==> config.mk <==
export PLATFORM = sky130hd
export DESIGN_NAME = tff_counter_flat
export DESIGN_NICKNAME = d
export VERILOG_FILES = /design/src/rtl/tff_counter_pkg.sv /design/src/rtl/tff_counter_if.sv /design/src/rtl/tff_stage.sv /design/src/rtl/tff_counter.sv /design/src/flat_wrapper.sv
export SDC_FILE = /design/constraint.sdc
export NUM_CORES = 1
export LEC_CHECK = 0
export BUFFER_PORTS_ARGS = -buffer_cell sky130_fd_sc_hd__buf_2
export CORE_AREA = 2 2 39 41
export CTS_CLUSTER_SIZE = 28
export DETAILED_ROUTE_END_ITERATION = 10
export DIE_AREA = 0 0 41 43
export PLACE_DENSITY_LB_ADDON = 0.25
export RECOVER_POWER = 25
export SYNTH_ARGS = -nofsm -noshare
export SYNTH_HDL_FRONTEND = slang
export SYNTH_SLANG_ARGS = --single-unit
export TNS_END_PERCENT = 30
==> constraint.sdc <==
create_clock -name clk -period 3.3 [get_ports clk]
set_input_delay 0.495 -clock clk [delete_from_list [all_inputs] [get_ports clk]]
set_output_delay 0.495 -clock clk [all_outputs]
set_load 0.005 [all_outputs]
==> src/rtl/tff_counter_pkg.sv <==
// Shared definitions for the T-stage event/timer counter: direction encoding
// and the largest modulus a given width can represent.
package tff_counter_pkg;

  localparam logic DIR_UP   = 1'b1;
  localparam logic DIR_DOWN = 1'b0;

  // 64-bit result so that a 32-bit counter's full modulus does not overflow.
  function automatic longint unsigned max_mod(input int width);
    return 64'd1 << width;
  endfunction

endpackage

==> src/rtl/tff_counter_if.sv <==
// Control/status bundle of the counter: master drives the controls,
// slave (the counter) returns count and flags.
interface tff_counter_if #(
  parameter int WIDTH = 4
);
  logic             en;
  logic             up;
  logic             load;
  logic [WIDTH-1:0] d;
  logic [WIDTH-1:0] q;
  logic [WIDTH-1:0] q_;
  logic             tc;
  logic             wrap;
  logic             done;

  modport master (
    output en, up, load, d,
    input  q, q_, tc, wrap, done
  );

  modport slave (
    input  en, up, load, d,
    output q, q_, tc, wrap, done
  );
endinterface

==> src/rtl/tff_stage.sv <==
// One T-type counter bit: parallel load overrides toggle, q_ is the live
// complement of the stored bit.
module tff_stage (
  input  logic clk,
  input  logic rst,
  input  logic t,
  input  logic ld,
  input  logic ld_val,
  output logic q,
  output logic q_
);

  // NOTE: clocked state uses non-blocking assignment so every stage samples
  // the pre-edge value of its neighbours.
  always_ff @(posedge clk or negedge rst) begin
    if (!rst) begin
      q <= 1'b0;
    end else if (ld) begin
      q <= ld_val;
    end else if (t) begin
      q <= ~q;
    end
  end

  assign q_ = ~q;

endmodule

==> src/rtl/tff_counter.sv <==
// Modulo up/down counter built from WIDTH T stages, with parallel load,
// terminal-count, wrap pulse and optional one-shot freeze.
module tff_counter
  import tff_counter_pkg::*;
#(
  parameter int              WIDTH    = 4,
  parameter longint unsigned MOD      = max_mod(WIDTH),
  parameter bit              ONE_SHOT = 1'b0
) (
  input logic          clk,
  input logic          rst,
  tff_counter_if.slave bus
);

  if (WIDTH < 1 || WIDTH > 32) begin : g_bad_width
    $error("tff_counter: WIDTH must be in 1..32");
  end

  if (MOD < 64'd2 || MOD > max_mod(WIDTH)) begin : g_bad_mod
    $error("tff_counter: MOD must be in 2..2**WIDTH");
  end

  localparam logic [WIDTH-1:0] MAX_Q = WIDTH'(MOD - 64'd1);

  logic [WIDTH-1:0] q;
  logic [WIDTH-1:0] q_n;
  logic [WIDTH-1:0] t;
  logic [WIDTH-1:0] ld;
  logic [WIDTH-1:0] ld_val;
  logic [WIDTH-1:0] t_up;
  logic [WIDTH-1:0] t_dn;
  logic [WIDTH-1:0] load_val;
  logic [WIDTH-1:0] wrap_val;
  logic             term;
  logic             counting;
  logic             wrap_q;
  logic             done_q;

  assign load_val = (bus.d > MAX_Q) ? MAX_Q : bus.d;
  assign wrap_val = (bus.up == DIR_UP) ? '0 : MAX_Q;
  assign term     = (bus.up == DIR_UP) ? (q == MAX_Q) : (q == '0);
  assign counting = bus.en && !bus.load && !done_q;

  // Bit i toggles when every lower bit is 1 (counting up) or 0 (counting down).
  always_comb begin : p_carry
    logic ones_c;
    logic zeros_c;
    // NOTE: every combinational output gets a default first so no path
    // leaves it unassigned and a latch cannot be inferred.
    ones_c  = 1'b1;
    zeros_c = 1'b1;
    t_up    = '0;
    t_dn    = '0;
    for (int i = 0; i < WIDTH; i++) begin
      t_up[i] = ones_c;
      t_dn[i] = zeros_c;
      ones_c  = ones_c & q[i];
      zeros_c = zeros_c & ~q[i];
    end
  end

  // Load and modulo wrap force the next value; plain counting only toggles.
  always_comb begin
    t      = '0;
    ld     = '0;
    ld_val = '0;
    if (bus.load) begin
      ld     = '1;
      ld_val = load_val;
    end else if (counting && term) begin
      if (!ONE_SHOT) begin
        ld     = '1;
        ld_val = wrap_val;
      end
    end else if (counting) begin
      t = (bus.up == DIR_DOWN) ? t_dn : t_up;
    end
  end

  for (genvar i = 0; i < WIDTH; i++) begin : g_stage
    tff_stage u_stage (
      .clk    (clk),
      .rst    (rst),
      .t      (t[i]),
      .ld     (ld[i]),
      .ld_val (ld_val[i]),
      .q      (q[i]),
      .q_     (q_n[i])
    );
  end

  always_ff @(posedge clk or negedge rst) begin
    if (!rst) begin
      wrap_q <= 1'b0;
      done_q <= 1'b0;
    end else begin
      wrap_q <= counting && term && !ONE_SHOT;
      if (bus.load) begin
        done_q <= 1'b0;
      end else if (counting && term && ONE_SHOT) begin
        done_q <= 1'b1;
      end
    end
  end

  assign bus.q    = q;
  assign bus.q_   = q_n;
  assign bus.tc   = bus.en && !bus.load && term;
  assign bus.wrap = wrap_q;
  assign bus.done = ONE_SHOT ? done_q : 1'b0;

endmodule
==> src/flat_wrapper.sv <==
// flat-port wrapper written by rule: the top's interface ports become plain ports
module tff_counter_flat import tff_counter_pkg::*;
#(
  parameter int              WIDTH    = 4,
  parameter longint unsigned MOD      = max_mod(WIDTH),
  parameter bit              ONE_SHOT = 1'b0
)
  (clk, rst, bus_en, bus_up, bus_load, bus_d, bus_q, bus_q_, bus_tc, bus_wrap, bus_done);
  tff_counter_if #(.WIDTH(WIDTH)) bus_i ();
  input logic clk;
  input logic rst;
  input wire logic [$bits(bus_i.en)-1:0] bus_en;
  input wire logic [$bits(bus_i.up)-1:0] bus_up;
  input wire logic [$bits(bus_i.load)-1:0] bus_load;
  input wire logic [$bits(bus_i.d)-1:0] bus_d;
  output wire logic [$bits(bus_i.q)-1:0] bus_q;
  output wire logic [$bits(bus_i.q_)-1:0] bus_q_;
  output wire logic [$bits(bus_i.tc)-1:0] bus_tc;
  output wire logic [$bits(bus_i.wrap)-1:0] bus_wrap;
  output wire logic [$bits(bus_i.done)-1:0] bus_done;
  assign bus_i.en = bus_en;
  assign bus_i.up = bus_up;
  assign bus_i.load = bus_load;
  assign bus_i.d = bus_d;
  assign bus_q = bus_i.q;
  assign bus_q_ = bus_i.q_;
  assign bus_tc = bus_i.tc;
  assign bus_wrap = bus_i.wrap;
  assign bus_done = bus_i.done;
  tff_counter #(.WIDTH(WIDTH), .MOD(MOD), .ONE_SHOT(ONE_SHOT)) u_core (.clk(clk), .rst(rst), .bus(bus_i));
endmodule
### After elaboration in Yosys (flattened, before gate mapping)

Cells that the tools add are included.

* order comparisons: 1
* equality and inequality tests: 1
* multiplexer cells: 19
* bitwise logic cells: 8
* reductions and logical operators: 8

Operators by type and width (count)
* $mux 4: 10
* $mux 1: 9
* $reduce_bool 2->1: 4
* $and 1x1->1: 4
* $eq 4x4->1 const B: 1
* $gt 4x4->1 const B: 1
* $logic_not 4->1: 1
* $not 1->1: 4
* $logic_and 1x1->1: 2
* $logic_not 1->1: 1

* bits in registers: 5
* input bits: 9
* output and inout port bits: 11
* logic and storage cells: 42

### Logic depth before layout (Yosys ltp)

* depth in word-level cells: 9
* mapped depth: 4
* mapped depth without buffers: 3

### Hierarchy

From an unflattened synthesis, not the netlist that was laid out.

* cells, all modules: 52
* area total of the unflattened synthesis: 389.1 µm²

By module, submodules not included
* tff_counter: instances 1, cells each 32, area an instance 203.9 µm², sequential area each 25.0 µm²
* tff_stage: instances 4, cells each 5, area an instance 46.3 µm², sequential area each 25.0 µm²

### Worst setup path before layout

Ideal clock, no wire load.

* path kind: reg2out
* from: register u_core.g_stage[0].u_stage.q
* to: output bus_tc
* data arrival time: 1.229 ns
* data required time: 2.805 ns
* setup slack: 1.576 ns
* stages on the path, launching flop included: 5
* buffers on the path: 1
* cells stage by stage: dfrtp_1 -> buf_6 -> nor4_1 -> mux2i_1 -> nor3b_1

* word-level cells in the longest chain between the ends: 3
* elaborated cells on any way between the ends: 4
* classes of those cells: eq/ne: 1; mux: 1; reduce/logical: 2

RTL lines
* start, declared: line tff_stage.sv:9 `output logic q,`
* start signal, assigned: line tff_stage.sv:19 `q <= ld_val;`
* start signal, assigned: line tff_stage.sv:21 `q <= ~q;`
* $eq 4x4->1 or $logic_not 4->1 (tied branches): line tff_counter.sv:41 `assign term = (bus.up == DIR_UP) ? (q == MAX_Q) : (q == '0);`
* $mux 1 (*): line tff_counter.sv:41
* $logic_and 1x1->1 (*): line tff_counter.sv:108 `assign bus.tc = bus.en && !bus.load && term;`
* end, declared: line flat_wrapper.sv:18 `output wire logic [$bits(bus_i.tc)-1:0] bus_tc;`

Mark *: on every way between the ends. The rest lies on a longest branch, timed or not.

### Final worst setup path

Same ends and word-level chain as after synthesis.

==> parameters.txt <==
Parameter                              Value

Run status
  Outcome    finished, final reports clean

Place
  Estimated wirelength of the detail-placed design    between 500 and 600 um
  Routability congestion estimate from global placement    0.693
  Cell count after placement    between 60 and 70
  Number of port buffers    18
  Setup WS pre-CTS    between 1 and 1.5 ns

Cells and area
  Ant diodes    0
  Relative area change from synthesis to final layout    11.7%
  Post-layout net count    67
  Sequential cell area    approximately 130 sq um
  Area of combinational cells with multiple inputs    ~180 sq um
  Fill count    around 150
  Share of post-route cells with drive strength above 1    0.386
  Non-Filler Instances    73

Clock tree
  TritonCTS buffer count    3
  Count of buffers added by post-CTS timing repair for setup    0
  Buffer cell driving the clock tree root    clkbuf_4
  Count of instances resized after the clock tree is built    0
  CTS Sinks    5
  Clock buffer depth    2
  Hold-fix buffer count after cts    0
  Clock transition at path regs    about 0.040 ns
  Worst-Skew Late Latency    ~0.24 ns
  Clock tree from TritonCTS    built
  Maximum level of the CTS H-tree    1

Floorplan
  Floorplan die area    0.00176 sq mm
  Die extent in x    41 um
  Std-Cell Core Area    0.00138 sq mm
  DIE HEIGHT    43 um
  Std cell rows    14
  Starting Density    0.293
  Number of placed I/O pins    20

Worst setup path
  Arrival time reported for the critical path endpoint    about 1.7 ns
  Worst reg-to-reg path cell count    2
  Worst-case register-to-register setup slack    around 1.8 ns
  Critical setup path kind    reg -> out
  Launch instance of the worst register-to-register path    u_core.g_stage[0].u_stage.q$_DFFE_PN0P_
  Worst Path Required    2.80 ns
  Critical path capture point type    output pin
  Crit-path max FO    8
  Startpoint types    register
  Reg-to-Reg End    u_core.g_stage[2].u_stage.q$_DFFE_PN0P_

Synthesis
  Netlist Area Pre-Place    405 sq um
  Most used DFF post-synth    dfrtp_1
  Share of the yosys chip area belonging to registers    0.309
  Average cell area after synthesis    8.63 sq um
  Net count after synthesis    56
  Post-synthesis cell count    47
  Synth Register Bits    5
  Count of distinct cell types in the synthesized netlist    25
  Async set-or-reset flop fraction in the synthesized netlist    1.00
  Count of flip-flops with a built-in enable after synthesis    0
  Synth Warn #    0

Route
  Remaining antenna violation count    0
  Count of routing violations after the opening detailed-route iteration    7
  Top metal layer carrying routed signals    met4
  Drc violations    0
  Vias    ~350
  Length of routed met2 wiring    between 300 and 400 um
  Routed wire length    about 760 um
  Via density per instance    approximately 4.8
  Length of routed wiring on met1    roughly 300 um
  Wire per inst    roughly 10 um
  Met3 Routed Length    between 90 and 100 um
  Count of TritonRoute iterations in the first routing pass    4

Power and ir drop
  Leakage dissipation    0.223 nW
  Pwr per Cell Area    442 mW/mm^2
  Maximum ir drop on the vdd rail    approximately 200 uV

Global routing
  Global-route wire length before repair    1.19 mm
  Number of antenna violations at the first check in global routing    0
  Number of global-route vias before repair    about 270
  Total overflow reported by the global router    0
  Pin count of the biggest net entering global routing    14
  Total GRT Usage    0.107

Timing
  Worst clock skew    0.000324 ns
  Setup TNS    0 ns
  Final number of setup-violating endpoints    0
  Final critical-path share of the clock period    0.671
  Achievable frequency    ~450 MHz
  Final period demand of the worst path    approximately 2.2 ns
  Worst setup slack after layout    1.09 ns
  Count of final hold-check violations    0
  Slew Limit Fails    0
  RSZ-0062 raised after global routing    false

Min path
  Hold/Removal Path Class    in -> async

Run
  Max_cap viols    0
[power by group]
part | internal, mW | total (mW) | switching, mW
clock | 0.0458 | 0.0716 | 0.0259
combinational | 0.0260 | 0.0496 | 0.0236
sequential | 0.0685 | 0.0791 | 0.0106
[logic make-up (layout without fill, tap and decap cells)]
family,Yosys count,after routing,synth area share
muxes,1,1,0.0247
DFF,5,5,0.309
buffers and inverters,16,26,0.253
and+or+nand+nor,16,16,0.241
other,1,1,0.00925
AOI/OAI and AO/OA,6,6,0.120
xor gates and xnor gates,2,2,0.0432
[layout by cell type, fill, tap and decap left out]
cell type / instances
clkbuf_4: 3
clkbuf_1: 2
nand4_1: 1
nor4_1: 1
a211oi_2: 1
and4_1: 1
conb_1: 1
a211o_1: 1
nand2_1: 2
inv_1: 4
and2_1: 1
or4_1: 1
nor2_1: 3
xnor2_1: 2
dfrtp_1: 5
nor3b_1: 2
nand3_1: 3
buf_2: 17
o21ai_0: 1
mux2i_1: 1
or4b_4: 1
a311o_1: 1
a21oi_1: 1
o211ai_1: 1
[cells in the mapped netlist, drive strengths merged, types with 2 or more instances]
library cell	n	area [sq um]
buf	11	83.8
dfrtp	5	125
inv	4	15.0
nand2	2	7.51
nand3	3	15.0
nor2	3	11.3
nor3b	2	15.0
xnor2	2	17.5
[flip-flops by register name, summed over array words and instances, names as in the netlist]
| register | flops |
|---|---|
| u_core.g_stage.u_stage.q | 4 |
| u_core.bus.wrap | 1 |
[metrics by stage]
stage          hold WS [ns]  power [mW]  area [sq um]   util
2_1_floorplan         0.199       0.129           405      -
3_3_place_gp          0.315       0.130           428  0.309
3_5_place_dp          0.319       0.131           428  0.309
4_1_cts              0.0569       0.205           454  0.328
5_1_grt               0.119       0.217           453  0.327
6_report              0.100       0.200           453  0.327
[metal layers]
metal / global-route usage / vias to the layer above
met5: 0 / -
met4: 0.0600 / 0
met3: 0.0785 / 3
met2: 0.128 / 20
met1: 0.133 / 154
li1: - / 171
[cell type report]
type                            instances  share of cell area
Tap cell                               16              0.0442
Timing Repair Buffer                   18               0.196
Clock buffer                            4              0.0580
Sequential cell                         5               0.276
Inverter                                4              0.0331
Multi-Input combinational cell         26               0.392
[critical path: stages, from the launching register on]
cell	delay [ns]
dfrtp_1	0.46
nor4_1	0.48
mux2i_1	0.14
nor3b_1	0.24
buf_2	0.16
[how the worst max path moves through the flow]
stage	start	cells past startpoint	to	slack (ns)
4_1_cts	u_core.g_stage[0].u_stage.q$_DFFE_PN0P_	4	bus_tc	1.08
3_3_place_gp	bus_up	5	bus_tc	1.30
6_report	u_core.g_stage[0].u_stage.q$_DFFE_PN0P_	4	bus_tc	1.09
5_1_grt	u_core.g_stage[0].u_stage.q$_DFFE_PN0P_	4	bus_tc	0.95
3_5_place_dp	bus_up	5	bus_tc	1.30
2_1_floorplan	u_core.g_stage[0].u_stage.q$_DFFE_PN0P_	4	bus_tc	1.58
Note: power is estimated with default switching activity, not from simulation.
